$ cat config.mk
export PLATFORM = sky130hd
export DESIGN_NAME = axis_file_driver
export DESIGN_NICKNAME = d
export VERILOG_FILES = /design/src/rtl/open_nic_file_tools.sv /design/src/rtl/open_nic_drv_pkg.sv /design/src/rtl/drv_delay_timer.sv /design/src/rtl/axis_file_driver.sv
export SDC_FILE = /design/constraint.sdc
export NUM_CORES = 2
export LEC_CHECK = 0
export CAP_MARGIN = 10
export CORE_AREA = 3 3 525 527
export DETAILED_ROUTE_END_ITERATION = 7
export DIE_AREA = 0 0 528 530
export DONT_BUFFER_PORTS = 1
export PLACE_DENSITY = 0.37
export RECOVER_POWER = 25
export SLEW_MARGIN = 20
export SYNTH_ARGS = -nofsm -noshare
export SYNTH_HDL_FRONTEND = slang
export SYNTH_SLANG_ARGS = --single-unit
$ cat constraint.sdc
create_clock -name clk -period 69.1 [get_ports clk]
set_input_delay 0 -clock clk [delete_from_list [all_inputs] [get_ports clk]]
set_output_delay 0 -clock clk [all_outputs]
set_load 0.1 [all_outputs]
$ cat src/rtl/open_nic_file_tools.sv
// Bench-wide stream geometry shared by the file reader and its downstream stages.
package open_nic_file_tools;

  localparam int unsigned W_DATA = 512;
  localparam int unsigned W_KEEP = W_DATA / 8;

endpackage

$ cat src/rtl/open_nic_drv_pkg.sv
// Types shared by the AXI-Stream file driver and its delay timer.
package open_nic_drv_pkg;

  import open_nic_file_tools::*;

  localparam int unsigned W_DELAY = 32;

  typedef enum logic [1:0] {
    StIdle,
    StWaitRel,
    StWaitAbs,
    StSend
  } drv_state_e;

  typedef struct packed {
    logic [W_DATA-1:0] data;
    logic [W_KEEP-1:0] keep;
    logic              last;
    logic              is_abs;
    logic [63:0]       timing;
  } beat_cmd_t;

endpackage

$ cat src/rtl/drv_delay_timer.sv
// Relative down-counter or absolute cycle target; expired means "send on the next cycle".
module drv_delay_timer
  import open_nic_drv_pkg::*;
(
  input  logic        clk,
  input  logic        rst,
  input  logic        load,
  input  logic        load_abs,
  input  logic [63:0] load_time,
  input  logic [63:0] cycle_count,
  output logic        expired
);

  logic        abs_q;
  logic [63:0] cnt_q;

  // cnt_q holds either the remaining relative delay or the absolute target cycle.
  always_ff @(posedge clk or posedge rst) begin
    if (rst) begin
      abs_q <= 1'b0;
      cnt_q <= '0;
    end else if (load) begin
      abs_q <= load_abs;
      cnt_q <= load_abs ? load_time : 64'(load_time[W_DELAY-1:0]) - 64'd1;
    end else if (!abs_q && cnt_q != '0) begin
      cnt_q <= cnt_q - 64'd1;
    end
  end

  assign expired = abs_q ? (cycle_count + 64'd1 >= cnt_q) : (cnt_q == '0);

endmodule

$ cat src/rtl/axis_file_driver.sv
// AXI4-Stream master stage: takes parsed beat commands, waits the requested time, drives the beat.
module axis_file_driver
  import open_nic_file_tools::*;
  import open_nic_drv_pkg::*;
(
  input  logic              clk,
  input  logic              rst,
  input  logic              cmd_valid,
  output logic              cmd_ready,
  input  logic [W_DATA-1:0] cmd_data,
  input  logic [W_KEEP-1:0] cmd_keep,
  input  logic              cmd_last,
  input  logic              cmd_abs,
  input  logic [63:0]       cmd_time,
  input  logic              cmd_eof,
  output logic              m_axis_tvalid,
  output logic [W_DATA-1:0] m_axis_tdata,
  output logic [W_KEEP-1:0] m_axis_tkeep,
  output logic              m_axis_tlast,
  input  logic              m_axis_tready,
  output logic [63:0]       cycle_count,
  output logic [31:0]       beat_count,
  output logic [31:0]       pkt_count,
  output logic              done
);

  drv_state_e        state_q, state_d, route_st;
  beat_cmd_t         cmd;
  logic              accept, handshake, expired, timer_load;
  logic              eof_q, done_q, done_d;
  logic [63:0]       cycle_q;
  logic [31:0]       beat_q, pkt_q;
  logic [W_DATA-1:0] tdata_q;
  logic [W_KEEP-1:0] tkeep_q;
  logic              tlast_q;

  assign cmd = '{data: cmd_data, keep: cmd_keep, last: cmd_last, is_abs: cmd_abs,
                 timing: cmd_time};

  assign m_axis_tvalid = (state_q == StSend);
  assign handshake     = m_axis_tvalid & m_axis_tready;
  assign cmd_ready     = ~rst & ((state_q == StIdle) | handshake);
  assign accept        = cmd_valid & cmd_ready;

  always_comb begin
    // Where a freshly accepted command goes; a target that is already due sends at once.
    route_st = StSend;
    if (cmd.is_abs) begin
      if (cmd.timing > cycle_q + 64'd1) route_st = StWaitAbs;
    end else if (cmd.timing[W_DELAY-1:0] != '0) begin
      route_st = StWaitRel;
    end

    state_d = state_q;
    unique case (state_q)
      StIdle:               if (accept) state_d = route_st;
      StWaitRel, StWaitAbs: if (expired) state_d = StSend;
      StSend:               if (handshake) state_d = accept ? route_st : StIdle;
      default:              state_d = StIdle;
    endcase
  end

  assign timer_load = accept & (route_st != StSend);

  always_comb begin
    done_d = done_q;
    if (accept) begin
      done_d = 1'b0;
    end else if (eof_q && state_q == StIdle && !cmd_valid) begin
      done_d = 1'b1;
    end
  end

  drv_delay_timer u_timer (
    .clk         (clk),
    .rst         (rst),
    .load        (timer_load),
    .load_abs    (cmd.is_abs),
    .load_time   (cmd.timing),
    .cycle_count (cycle_q),
    .expired     (expired)
  );

  always_ff @(posedge clk or posedge rst) begin
    if (rst) begin
      state_q <= StIdle;
      eof_q   <= 1'b0;
      done_q  <= 1'b0;
      cycle_q <= '0;
      beat_q  <= '0;
      pkt_q   <= '0;
      tdata_q <= '0;
      tkeep_q <= '0;
      tlast_q <= 1'b0;
    end else begin
      state_q <= state_d;
      eof_q   <= eof_q | cmd_eof;
      done_q  <= done_d;
      cycle_q <= cycle_q + 64'd1;
      if (handshake) beat_q <= beat_q + 32'd1;
      if (handshake && tlast_q) pkt_q <= pkt_q + 32'd1;
      if (accept) begin
        tdata_q <= cmd.data;
        tkeep_q <= cmd.keep;
        tlast_q <= cmd.last;
      end
    end
  end

  assign m_axis_tdata = tdata_q;
  assign m_axis_tkeep = tkeep_q;
  assign m_axis_tlast = tlast_q;
  assign cycle_count  = cycle_q;
  assign beat_count   = beat_q;
  assign pkt_count    = pkt_q;
  assign done         = done_q;

endmodule

==> run summary <==
=====================================================================================
Starting Density                                                                12.7%
CTS tree                                                                          yes
Wire length of the first global-routing pass                                292000 µm
CTS H-tree lvls                                                                     3
Relative max-transition margin                                                  -137%
Max clock buf depth                                                                 4
Required @ worst endpoint                                                    69770 ps
Netlist area before placement                                              0.0345 mm²
Cells along the critical path                                            and4_1 -> nand4_1 -> or2_2 -> nor3_1 -> buf_4 -> nand3_1 -> nor2_1 -> nand3_1 -> nor2_1 -> xnor2_1 -> ha_1 -> a211oi_1 -> o21ai_0 -> a211oi_1 -> o22ai_1 -> nor4_1 -> o31ai_1 -> o211a_2 -> buf_4 -> nand2_1 -> dlygate4sd3_1 -> o31ai_1 -> dlygate4sd3_1
Clk Tree Root Cell                                                       sky130_fd_sc_hd__clkbuf_16
Proportion of layout cells with a drive suffix above 1                          18.7%
Overflow after GRT                                                                  0
Total count of hold-check failures in the final report                              0
Number of endpoints failing setup at the final stage                                0
Count of cell types in the netlist                                                 60
Count of warnings emitted by yosys                                                  0
Number of pins exceeding their max-slew limit in the final report                 350
Share of synthesized area spent on multiplexers                                 19.8%
HPWL after detailed placement                                               184000 µm
Iteration count of the initial detailed-routing pass                                5
Post-Synth XOR/XNOR Area                                                        5.72%
Aggregate global-route resource usage                                           15.5%
Post CTS Setup Buffer Count                                                         0
Worst Path Arrival                                                            8970 ps
Cell taking the most area after synthesis                                sky130_fd_sc_hd__dfrtp_1
Number of nets still failing antenna checks after routing                           0
Busiest metal layer after global routing                                         met2
Wire per inst                                                                 28.5 µm
Number of antenna violations at the first check in global routing                 163
Number of inserted filler cells in the final layout                             29400
Number of buffers inserted during clock tree synthesis                            107
Clock-pin slew of the registers on the worst-case setup and hold paths          60 ps
Fraction of the mapped netlist area in compound gates                           2.79%
Commonest cells after routing, fill and taps aside                       sky130_fd_sc_hd__dlygate4sd3_1, sky130_fd_sc_hd__dfrtp_1, sky130_fd_sc_hd__mux2_2, sky130_fd_sc_hd__clkbuf_1, sky130_fd_sc_hd__xnor2_1
Tightest Pin Transition                                                       3540 ps
Pin count of the biggest net entering global routing                              155
Critical path's top delay family                                         simple AND/OR/NAND/NOR gates
Largest fanout on the critical path                                                48
DR vias/cell                                                                     3.64
Layout-stage area growth over the synthesis result                              63.3%
Area of the die                                                             0.280 mm²
Highest attainable clock frequency                                            120 MHz
Chip Width                                                                     528 µm
Most common flop cell mapped by yosys                                    sky130_fd_sc_hd__dfrtp_1
Shortest period the worst path allows                                         8300 ps
Core area                                                                   0.271 mm²
Largest cells by area after synthesis                                    sky130_fd_sc_hd__dfrtp_1, sky130_fd_sc_hd__mux2_2, sky130_fd_sc_hd__ha_1
Post-synth EDFFs                                                                    0
Slowest library cell on the worst path                                   sky130_fd_sc_hd__dfrtp_1
# nets final                                                                     4983
Setup repair after global routing missed its margin                             false
Flop-to-flop setup slack                                                     60800 ps
Max cap viols                                                                     159
I/O pin cnt                                                                      1355
Worst stage delay on the critical path                                        1060 ps
Share of the synthesized area in the top cell type                              56.1%
Total DRC errors in the routed layout                                               0
Fraction of synthesis flops using an asynchronous set or reset pin               100%
Failing checks                                                           capacitance limit, slew limit
Mapped Avg Cell Area                                                         12.9 µm²
CP Capture Type                                                                  flop
Number of hold buffers added after cts                                           1287
Most common library cell in the layout ignoring fill and taps            sky130_fd_sc_hd__dlygate4sd3_1
Post-route clock period utilization                                             12.0%
Outcome                                                                  complete, but fails checks
Type of the worst setup path                                             flop to flop
Post-route clock skew                                                         70.1 ps
Row Count                                                                         191
Critical path buffer and inverter count                                             4
Insertion delay of the later-clocked pin in the worst-skew pair                830 ps
Adder-cell share of the synthesized area                                        4.85%
Post-detailed-routing wire length                                           226000 µm
Number of vias after detailed routing                                           28900
Met2 Usage GRT                                                                  26.5%
Post-CTS Resized                                                                    0
Gate count of the mapped netlist                                                 2674
GRT met1 Usage                                                                  15.1%
Startpoint types                                                                 flop
Post-Synth Simple-Gate Area                                                     8.26%
Post-synthesis sequential element count                                           774
TritonCTS sink count                                                              774
Portion of the post-synthesis area used by sequential elements                  56.1%
Post-synth net total                                                             3455
Die Y                                                                          530 µm
Number of global-route vias before repair                                       30800
Number of port buffers                                                              0
GPL Wtd Cong                                                                    0.864
Detailed router's first-iteration violation count                                1572
Setup_tns                                                                        0 ps
Class of the most critical hold timing path                              input port to flop
Main combinational cell family by area after synthesis                   multiplexers
Met3 usage in global routing                                                    9.12%
=====================================================================================
state kept, by name (all words and copies together), names as in the netlist:
register	count
done	1
state_q	2
m_axis_tlast	1
u_timer.abs_q	1
m_axis_tdata	512
m_axis_tkeep	64
beat_count	32
pkt_count	32
eof_q	1
u_timer.cnt_q	64
cycle_count	64
final timing paths:
path | end | start | cells after the start
setup / recovery | u_timer.cnt_q[37]$_DFFE_PP0P_ | cycle_count[2]$_DFF_PP0_ | 23
hold / removal | m_axis_tdata[106]$_DFFE_PP0P_ | cmd_data[106] | 2
setup reg to reg | u_timer.cnt_q[37]$_DFFE_PP0P_ | cycle_count[2]$_DFF_PP0_ | 23
hold reg to reg | m_axis_tdata[142]$_DFFE_PP0P_ | m_axis_tdata[142]$_DFFE_PP0P_ | 1
max in group asynchronous | m_axis_tdata[466]$_DFFE_PP0P_ | rst | 8
min in group asynchronous | beat_count[3]$_DFFE_PP0P_ | rst | 3
final cells by class:
type	count	area, µm²	share of cell area (%)
tap	3570	4470	7.92
sequential	774	19400	34.3
timing repair buffer	1505	13900	24.6
multi-input combinational	1675	14300	25.4
clock buffer	145	2970	5.27
inverter	139	523	0.927
antenna	84	210	0.373
clock inverter	50	697	1.24
Yosys cell counts, drive strengths merged (2+ instances only):
cell type and n:
a211oi 8, a21boi 2, nor3b 2, or3 5, a2111oi 3, xor2 59, nor4 37, and2 12
nor2 78, o21a 4, clkbuf 75, nor3 76, a31oi 6, nand4b 2, ha 134, o31a 3
o21ai 33, mux2i 28, dfrtp 774, o31ai 9, nor2b 6, xnor2 164, and4 14, a21o 7
mux2 581, a41oi 2, o41ai 2, nand2 125, a21oi 70, nand2b 8, nand4 52, buf 11
and3 34, inv 139, nand3 79, or2 5, or4 10
cells by family after synthesis:
family,Yosys count
AO/OA/AOI/OAI,160
XOR/XNOR,224
adder cells (fa/ha/maj),134
buffers and inverters,225
flip-flops,774
multiplexers,609
AND/OR/NAND/NOR,548
routing by layer:
metal / up-vias / share of wire (%)
li1: 12700 / -
met1: 14500 / 33
met2: 1318 / 49
met3: 408 / 13
met4: 66 / 4.5
met5: - / 0.26
stage by stage:
| stage | instances | hold slack (ps) | utilization, % | setup WS (ps) | area (µm²) |
|---|---|---|---|---|---|
| 6_report | 7942 | 23.3 | 20.8 | 60800 | 56400 |
| 2_1_floorplan | 2674 | 108 | - | 47350 | 34500 |
| 5_1_grt | 7909 | 2.13 | 20.8 | 59940 | 56300 |
| 3_5_place_dp | 6373 | -19.0 | 14.9 | 61890 | 40300 |
| 4_1_cts | 7855 | 0.199 | 21.0 | 61160 | 56900 |
| 3_3_place_gp | 6373 | -25.2 | 14.9 | 61930 | 40300 |
Power is not shown: default switching activity piles up to over one toggle a cycle in this logic, so the estimate is an artifact.
